**src/rtl/regdump_pkg.sv**
```systemverilog
`default_nettype none
// +----------------------------------------------------------------------------+
// | regdump_pkg                                                                |
// | Shared types and sizing helpers for the register-file dump reader.        |
// | Revision: 1.0                                                              |
// +----------------------------------------------------------------------------+
package regdump_pkg;

   localparam int REG_IDX_W = 5;
   localparam int DATA_W    = 32;

   typedef enum logic [2:0] {
      IDLE    = 3'd0,
      READ    = 3'd1,
      PRESENT = 3'd2,
      GAP     = 3'd3,
      DONE    = 3'd4
   } state_t;

   function automatic int clog2(input int value);
      int w;
      w = 0;
      for (int i = 0; i < 31; i++) begin
         if ((1 << i) < value) w = i + 1;
      end
      return w;
   endfunction

   // A zero-width counter is not expressible, so the pace counter is at least 1 bit.
   function automatic int pace_cnt_w(input int pace);
      int w;
      w = clog2(pace + 1);
      return (w < 1) ? 1 : w;
   endfunction

endpackage
`default_nettype wire

```
**src/rtl/regdump_pace_timer.sv**
```systemverilog
`default_nettype none
// +----------------------------------------------------------------------------+
// | regdump_pace_timer                                                         |
// | Loadable down-counter with a zero flag; holds at zero.                    |
// | Revision: 1.0                                                              |
// +----------------------------------------------------------------------------+
module regdump_pace_timer #(
   parameter int CNT_W = 1
) (
   input  logic             clk,
   input  logic             rst,
   input  logic             i_load,
   input  logic [CNT_W-1:0] i_load_val,
   input  logic             i_dec,
   output logic             o_zero
);

   logic [CNT_W-1:0] r_count;

   always_ff @(posedge clk) begin
      if (rst) begin
         r_count <= '0;
      end else if (i_load) begin
         r_count <= i_load_val;
      end else if (i_dec && (r_count != '0)) begin
         r_count <= r_count - CNT_W'(1);
      end
   end

   assign o_zero = (r_count == '0);

endmodule
`default_nettype wire

```
**src/rtl/regfile_dump_reader.sv**
```systemverilog
`default_nettype none
// +----------------------------------------------------------------------------+
// | regfile_dump_reader                                                        |
// | Walks FIRST_REG..LAST_REG through a spare regfile read port and streams   |
// | each value out on valid/ready. Optional: REGDUMP_SKIP_ZERO_EN drops zero  |
// | values instead of presenting them.                                        |
// | Revision: 1.0                                                              |
// +----------------------------------------------------------------------------+
module regfile_dump_reader
   import regdump_pkg::*;
#(
   parameter int FIRST_REG   = 0,
   parameter int LAST_REG    = 31,
   parameter int PACE_CYCLES = 0
) (
   input  logic                 clk,
   input  logic                 rst,
   input  logic                 start,
   output logic [REG_IDX_W-1:0] rd_addr,
   input  logic [DATA_W-1:0]    rd_data,
   output logic                 out_valid,
   input  logic                 out_ready,
   output logic [DATA_W-1:0]    out_data,
   output logic [REG_IDX_W-1:0] out_idx,
   output logic                 busy,
   output logic                 done
);

   localparam logic [REG_IDX_W-1:0] c_FIRST_IDX = REG_IDX_W'(FIRST_REG);
   localparam logic [REG_IDX_W-1:0] c_LAST_IDX  = REG_IDX_W'(LAST_REG);
   localparam int                   c_PACE_W    = pace_cnt_w(PACE_CYCLES);

   state_t               r_state,     w_state_nxt;
   logic [REG_IDX_W-1:0] r_rd_addr,   w_rd_addr_nxt;
   logic                 r_out_valid, w_out_valid_nxt;
   logic [DATA_W-1:0]    r_out_data,  w_out_data_nxt;
   logic [REG_IDX_W-1:0] r_out_idx,   w_out_idx_nxt;
   logic                 r_busy,      w_busy_nxt;
   logic                 r_done,      w_done_nxt;

   logic w_skip;
   logic w_advance;
   logic w_at_last;
   logic w_pace_load;
   logic w_pace_dec;
   logic w_pace_zero;

`ifdef REGDUMP_SKIP_ZERO_EN
   assign w_skip = (rd_data == '0);
`else
   assign w_skip = 1'b0;
`endif

   generate
      if (PACE_CYCLES > 0) begin : g_pace
         localparam logic [c_PACE_W-1:0] c_PACE_LOAD = c_PACE_W'(PACE_CYCLES - 1);
         regdump_pace_timer #(
            .CNT_W (c_PACE_W)
         ) u_pace_timer (
            .clk        (clk),
            .rst        (rst),
            .i_load     (w_pace_load),
            .i_load_val (c_PACE_LOAD),
            .i_dec      (w_pace_dec),
            .o_zero     (w_pace_zero)
         );
      end else begin : g_no_pace
         logic w_pace_unused;
         assign w_pace_unused = w_pace_load | w_pace_dec;
         assign w_pace_zero   = 1'b1;
      end
   endgenerate

   always_ff @(posedge clk) begin
      if (rst) begin
         r_state     <= IDLE;
         r_rd_addr   <= c_FIRST_IDX;
         r_out_valid <= 1'b0;
         r_out_data  <= '0;
         r_out_idx   <= '0;
         r_busy      <= 1'b0;
         r_done      <= 1'b0;
      end else begin
         r_state     <= w_state_nxt;
         r_rd_addr   <= w_rd_addr_nxt;
         r_out_valid <= w_out_valid_nxt;
         r_out_data  <= w_out_data_nxt;
         r_out_idx   <= w_out_idx_nxt;
         r_busy      <= w_busy_nxt;
         r_done      <= w_done_nxt;
      end
   end

   always_comb begin
      w_state_nxt     = r_state;
      w_rd_addr_nxt   = r_rd_addr;
      w_out_valid_nxt = r_out_valid;
      w_out_data_nxt  = r_out_data;
      w_out_idx_nxt   = r_out_idx;
      w_busy_nxt      = r_busy;
      w_done_nxt      = 1'b0;
      w_pace_load     = 1'b0;
      w_pace_dec      = 1'b0;
      w_advance       = 1'b0;
      w_at_last       = 1'b0;

      case (r_state)
         IDLE: begin
            if (start) begin
               w_rd_addr_nxt = c_FIRST_IDX;
               w_busy_nxt    = 1'b1;
               w_state_nxt   = READ;
            end
         end
         READ: begin
            if (w_skip) begin
               w_advance = 1'b1;
               w_at_last = (r_rd_addr == c_LAST_IDX);
            end else begin
               w_out_data_nxt  = rd_data;
               w_out_idx_nxt   = r_rd_addr;
               w_out_valid_nxt = 1'b1;
               w_state_nxt     = PRESENT;
            end
         end
         PRESENT: begin
            if (out_ready) begin
               w_out_valid_nxt = 1'b0;
               w_advance       = 1'b1;
               w_at_last       = (r_out_idx == c_LAST_IDX);
            end
         end
         GAP: begin
            if (w_pace_zero) begin
               w_state_nxt = READ;
            end else begin
               w_pace_dec = 1'b1;
            end
         end
         DONE: begin
            w_busy_nxt  = 1'b0;
            w_state_nxt = IDLE;
         end
         default: begin
            w_state_nxt = IDLE;
         end
      endcase

      // Shared by a real handshake and by a skipped zero word.
      if (w_advance) begin
         if (w_at_last) begin
            w_state_nxt = DONE;
            w_done_nxt  = 1'b1;
         end else begin
            w_rd_addr_nxt = r_rd_addr + REG_IDX_W'(1);
            if (PACE_CYCLES > 0) begin
               w_state_nxt = GAP;
               w_pace_load = 1'b1;
            end else begin
               w_state_nxt = READ;
            end
         end
      end
   end

   assign rd_addr   = r_rd_addr;
   assign out_valid = r_out_valid;
   assign out_data  = r_out_data;
   assign out_idx   = r_out_idx;
   assign busy      = r_busy;
   assign done      = r_done;

endmodule
`default_nettype wire

```
**config.mk**
```make
export PLATFORM = sky130hd
export DESIGN_NAME = regfile_dump_reader
export DESIGN_NICKNAME = d
export VERILOG_FILES = /design/src/rtl/regdump_pkg.sv /design/src/rtl/regdump_pace_timer.sv /design/src/rtl/regfile_dump_reader.sv
export SDC_FILE = /design/constraint.sdc
export NUM_CORES = 1
export LEC_CHECK = 0
export BUFFER_PORTS_ARGS = -buffer_cell sky130_fd_sc_hd__buf_2
export CELL_PAD_IN_SITES_DETAIL_PLACEMENT = 0
export CELL_PAD_IN_SITES_GLOBAL_PLACEMENT = 1
export CORE_ASPECT_RATIO = 0.7
export CORE_MARGIN = 2
export CORE_UTILIZATION = 33
export CTS_CLUSTER_SIZE = 14
export DETAILED_ROUTE_END_ITERATION = 16
export GPL_ROUTABILITY_DRIVEN = 0
export PLACE_DENSITY_LB_ADDON = 0.1
export SLEW_MARGIN = 5
export SYNTH_ARGS = -nofsm -noshare
export SYNTH_HDL_FRONTEND = slang
export SYNTH_SLANG_ARGS = --single-unit
```
**constraint.sdc**
```tcl
create_clock -name clk -period 2.3 [get_ports clk]
set_clock_uncertainty 0.1 [all_clocks]
set_input_delay 0.23 -clock clk [delete_from_list [all_inputs] [get_ports clk]]
set_output_delay 0.23 -clock clk [all_outputs]
set_load 0.02 [all_outputs]
```
==> results of run 1 <==
cell families (layout without fill, tap and decap cells):
kind of cell,count (synthesis),after routing,share of synthesized area
flops,48,48,0.520
simple gates,99,99,0.246
buf+inv,21,96,0.0541
fa+ha+maj,1,1,0.00676
mux,6,6,0.0332
compound gates,47,47,0.135
xor+xnor,1,1,0.00474
state kept, by name (all words and copies together) (netlist names):
| register | cells |
|---|---|
| out_valid | 1 |
| busy | 1 |
| out_data | 32 |
| out_idx | 5 |
| r_state | 3 |
| done | 1 |
| rd_addr | 5 |
synth_stat cells:
| cell | instances |
|---|---|
| inv_2 | 1 |
| nor3b_2 | 1 |
| mux2i_1 | 5 |
| a211oi_1 | 3 |
| a21oi_1 | 41 |
| nand2_1 | 75 |
| a311oi_1 | 1 |
| dfxtp_1 | 48 |
| or3b_1 | 4 |
| nor3b_1 | 1 |
| nand3_1 | 2 |
| nor2_1 | 4 |
| and3b_1 | 1 |
| mux2_2 | 1 |
| xor2_1 | 1 |
| nor3_1 | 3 |
| buf_1 | 2 |
| and4_1 | 1 |
| nand4bb_1 | 1 |
| buf_6 | 2 |
| nand2b_1 | 1 |
| inv_1 | 2 |
| ha_1 | 1 |
| or4b_4 | 1 |
| a31oi_1 | 1 |
| o21a_1 | 1 |
| nand3b_1 | 4 |
| buf_2 | 5 |
| clkbuf_1 | 9 |
power by group through the flow:
stage	clock network (mW)	logic [mW]	registers [mW]
floorplan	0	0.219	1.03
global placement	0	0.425	0.964
detailed placement	0	0.424	0.966
CTS	0.665	0.425	0.947
global route	0.701	0.473	0.958
finish	0.641	0.418	0.947
tightest hold or removal path: stages:
cell and delay (ps):
buf_2 90, nand2_1 40, a21oi_1 50
path summary, 6_finish.rpt:
kind,cells after the start,start,slack (ps),end
max,3,r_state[1],500,rd_addr[3]
min,3,rd_data[23],60,out_data[23]
max reg2reg,3,r_state[1],500,rd_addr[3]
min reg2reg,2,out_data[21],360,out_data[21]
layer usage:
layer | part of all wire | vias up
met5 | 0 | -
met4 | 0.012 | 0
met3 | 0.089 | 8
met2 | 0.41 | 63
met1 | 0.49 | 793
li1 | - | 886
stage by stage:
| stage | setup slack, ps | instance area [um^2] | hold slack (ps) | instances |
|---|---|---|---|---|
| after detailed placement | 545 | 2290 | 345 | 362 |
| after global placement | 576 | 2290 | 341 | 362 |
| after CTS | 527 | 2420 | 48.0 | 370 |
| final | 504 | 2420 | 58.4 | 370 |
| after global routing | 435 | 2420 | 49.0 | 370 |
| after floorplan | 650 | 1850 | 266 | 223 |
layout make-up:
class,instances,area share
multi-input combinational,154,0.329
clock inverter,2,0.0161
timing repair buffer,85,0.181
clock buffer,6,0.0342
sequential,48,0.398
inverter,3,0.00466
tap,72,0.0373
==> metrics.cfg, run 1 <==
[run_status]
outcome = finished clean

[die]
initial_utilization = 0.348
dieArea_um2 = 6230
rows = 22
coreArea_um2 = 5310
die_h_um = 66.6
io_pins = 81
die_w_um = 93.5

[drt]
antenna_left = 0
post_drt_wl_per_cell_um = 12.6
post-route-drc-count = 0
via_per_inst = 4.73
vias = 1750
wirelength_mm = 4.67
drt_first_pass_iters = 4
drt_iter0_markers = 59

[logic_synthesis]
synth.distinct_cells = 29
netlist_area_um2 = 1850
avgSynthCellArea_um2 = 8.29
synth_warnings = 0
synth.area.top_cells = dfxtp_1, nand2_1, a21oi_1, mux2i_1, or3b_1
synth.largest_area_cell = dfxtp_1
synth_top_area_frac = 0.520
synth_nets = 260
synth_seq_cells = 48
ys_seq_area_frac = 0.520
postSynthCellCount = 223

[placed_design]
port_buffers = 80
dpl.hpwl_mm = 3.26

[critical_path]
cp_num_buf_inv = 0
critical_path_required_ps = 2390
max_stage_delay_ps = 540
cp_max_fo = 8
critical-path-top-delay-family = flip-flops
cp_data_arrival_time_ps = 1890
start_kind = flop
endpoint_kind = flop
worstPathCellList = nand4bb_1, a211oi_1, mux2_2
critical_path_class = reg2reg
slowest_stage = dfxtp_1

[sta]
setup_tns_ps = 0
tightest_slew_ps = 570
drv_slew = 0
period_needed_ps = 1800
rsz0062_at_grt = no
relSlewSlack = 0.620
hold_violations = 0
fin_crit_sh = 0.781
max_freq_mhz = 557
setup_viol = 0

[final_layout]
nets = 334
seqCellArea_um2 = 961
antenna_cells = 0
mostFrequentLayoutCells = buf_2, nand2_1, dfxtp_1, a21oi_1, clkbuf_8
multi_input_area_um2 = 795
final_common_cell = buf_2
final_layout_size_suffix_gt1_frac = 0.326
fillerInstances = 554
areaGrowthSynthToFinish_pct = 30.6
final_core_utilization = 0.455

[power]
p_seq_frac = 0.472
clockPowerShare = 0.319
p_comb_frac = 0.208
leakagePower_nw = 1.07
switching_share = 0.296
peakVddDrop_mv = 0.329
total_power_mw = 2.00
p_int_mw = 1.41
power_density_nw_per_um2 = 830
netSwitchingPower_uw = 594

[cts]
clock-root-buffer = clkbuf_8
cts-htree-levels = 2
cts_tree = done
clk_path_buf_depth = 2
clk_latency_ps = 300
cts_sinks = 48
cts_buffers = 5
cts_setup_buffers = 0
clk_pin_slew_ps = 90
postCtsHoldBufs = 0
cts_resized = 0

[grt]
grt_pass1_wl_mm = 7.78
grt_util_met1 = 0.204
antenna_found_initial = 0
use_met3 = 0.0577
grt_overflow = 0
grtUsageTotal = 0.160
busiest_layer = met2
grt_start_max_net_pins = 33
grtUsageMet2 = 0.252
grt_pass1_vias = 1643

[min_path]
hold_path.class = in2reg

[flow_run]
drv_cap = 0

(Power assumes the default switching activity.)
==> inputs of run 2 (changes only) <==
==> constraint.sdc (replaced) <==
create_clock -name clk -period 1.9 [get_ports clk]
set_clock_uncertainty 0.1 [all_clocks]
set_input_delay 0.19 -clock clk [delete_from_list [all_inputs] [get_ports clk]]
set_output_delay 0.19 -clock clk [all_outputs]
set_load 0.02 [all_outputs]
==> run 2 against run 1 <==
  * Total power increased by 13%
  * Global-route usage decreased by 0.31 points
  * Die area stayed put
  * Register-to-register slack lost 290 ps
  * Maximum frequency grew 6.8%
  * Critical path depth stayed put
  * Cell count is 0.27% higher
  * Largest cell class unchanged
==> metrics.cfg, run 2 (synthesized netlist as in run 1, its figures left out) <==
[run_status]
outcome = finished clean

[die]
coreArea_um2 = 5310  ; unchanged
die_w_um = 93.5  ; unchanged
die_h_um = 66.6  ; unchanged
dieArea_um2 = 6230  ; unchanged
rows = 22  ; unchanged
initial_utilization = 0.348  ; unchanged
io_pins = 81  ; unchanged

[sta]
tightest_slew_ps = 379  ; -191 ps
drv_slew = 0  ; unchanged
relSlewSlack = 0.747  ; +0.127
period_needed_ps = 1680  ; -114 ps
hold_violations = 0  ; unchanged
rsz0062_at_grt = no
setup_tns_ps = 0  ; unchanged
max_freq_mhz = 595  ; +6.8%
fin_crit_sh = 0.885  ; +0.104
setup_viol = 0  ; unchanged

[drt]
drt_first_pass_iters = 3  ; -1
via_per_inst = 4.59  ; -2.9%
highest_layer = met4
met2_length_mm = 1.95  ; +1.4%
post-route-drc-count = 0  ; unchanged
drt_iter0_markers = 47  ; -20%
vias = 1704  ; -2.6%
wirelength_mm = 4.68  ; +0.34%
met3_wirelength_um = 337  ; -19%
post_drt_wl_per_cell_um = 12.6  ; about the same
drt-met1-wl_mm = 2.35  ; +3.5%
antenna_left = 0  ; unchanged

[critical_path]
critical_path_class = reg2reg
rr_endpoint = rd_addr[3]
r2r_cells = 3  ; unchanged
critical_path_required_ps = 1990  ; -400 ps
start_kind = flop
cp_max_fo = 8  ; unchanged
endpoint_kind = flop
r2r_slack_ps = 220  ; -290 ps
cp_data_arrival_time_ps = 1780  ; -110 ps
rr_startpoint = r_state[2]

[grt]
grt_pass1_vias = 1603  ; -2.4%
antenna_found_initial = 0  ; unchanged
grt_start_max_net_pins = 35  ; +6.1%
grt_pass1_wl_mm = 7.69  ; -1.2%
grtUsageTotal = 0.157  ; -0.00306
grt_overflow = 0  ; unchanged

[cts]
postCtsHoldBufs = 0  ; unchanged
cts_setup_buffers = 0  ; unchanged
clk_latency_ps = 300  ; about the same
cts-htree-levels = 2  ; unchanged
cts_buffers = 5  ; unchanged
cts_resized = 0  ; unchanged
clk_path_buf_depth = 2  ; unchanged
clock-root-buffer = clkbuf_8
cts_sinks = 48  ; unchanged
cts_tree = done
clk_pin_slew_ps = 90  ; about the same

[min_path]
whs_path_depth = 3  ; unchanged
min_to = out_data[27]
hp-start = rd_data[27]
hold_path.class = in2reg

[final_layout]
largest_reg_flops = 32  ; unchanged
final_layout_size_suffix_gt1_frac = 0.328  ; +0.00226
mostFrequentLayoutCells = buf_2, nand2_1, dfxtp_1, a21oi_1
fillerInstances = 564  ; +1.8%
nets = 335  ; +0.30%
final_common_cell = buf_2
areaGrowthSynthToFinish_pct = 29.9
antenna_cells = 0  ; unchanged

[power]
power_density_nw_per_um2 = 940  ; +13%
leakagePower_nw = 1.07  ; -0.19%
peakVddDrop_mv = 0.346  ; +5.2%
total_power_mw = 2.26  ; +13%

[flow_run]
drv_cap = 0  ; unchanged

[placed_design]
port_buffers = 80  ; unchanged
dpl.hpwl_mm = 3.30  ; +1.2%

[run 2: where the power goes]
| part | switching, mW | leakage, nW | internal (mW) |
|---|---|---|---|
| Sequential | 0.0470 | 0.391 | 1.09 |
| Combinational | 0.331 | 0.632 | 0.197 |
| Clock | 0.337 | 0.0479 | 0.257 |
| Total | 0.715 | 1.07 | 1.54 |
[run 2: area by class of cell]
type	count	area (um^2)	share of cell area
clock inverter	3	18.8	0.00781
timing repair buffer	86	458	0.191
tap	72	90.1	0.0375
multi-input combinational	154	795	0.331
sequential	48	961	0.400
inverter	3	11.3	0.00469
clock buffer	5	68.8	0.0286
[run 2: layer usage]
layer | up-vias | GRT usage
met2 | 47 | 0.229
met5 | - | 0
met4 | 0 | 0.0551
met1 | 766 | 0.217
li1 | 887 | -
met3 | 4 | 0.0520
[run 2: how the worst max path moves through the flow]
stage | start | end | cells past startpoint
2_1_floorplan | r_state[0] | rd_addr[3] | 5
3_3_place_gp | r_state[2] | rd_addr[3] | 3
3_5_place_dp | r_state[0] | rd_addr[3] | 3
4_1_cts | r_state[0] | rd_addr[3] | 3
5_1_grt | r_state[0] | rd_addr[3] | 3
6_report | r_state[2] | rd_addr[3] | 3
[run 2: worst max-delay path, cell delays in order (launching register included)]
cell,delay (ps)
dfxtp_1,410
nand4bb_1,410
a211oi_1,290
mux2_2,370
[run 2: per-stage QoR]
step,instances,setup slack [ps],area [um^2],util,hold slack [ps]
4_1_cts,371,201,2400,0.452,5.63
2_1_floorplan,223,250,1850,-,226
3_3_place_gp,363,257,2310,0.436,332
3_5_place_dp,363,239,2310,0.436,337
5_1_grt,371,70.6,2400,0.452,15.9
6_report,371,219,2400,0.452,20.0
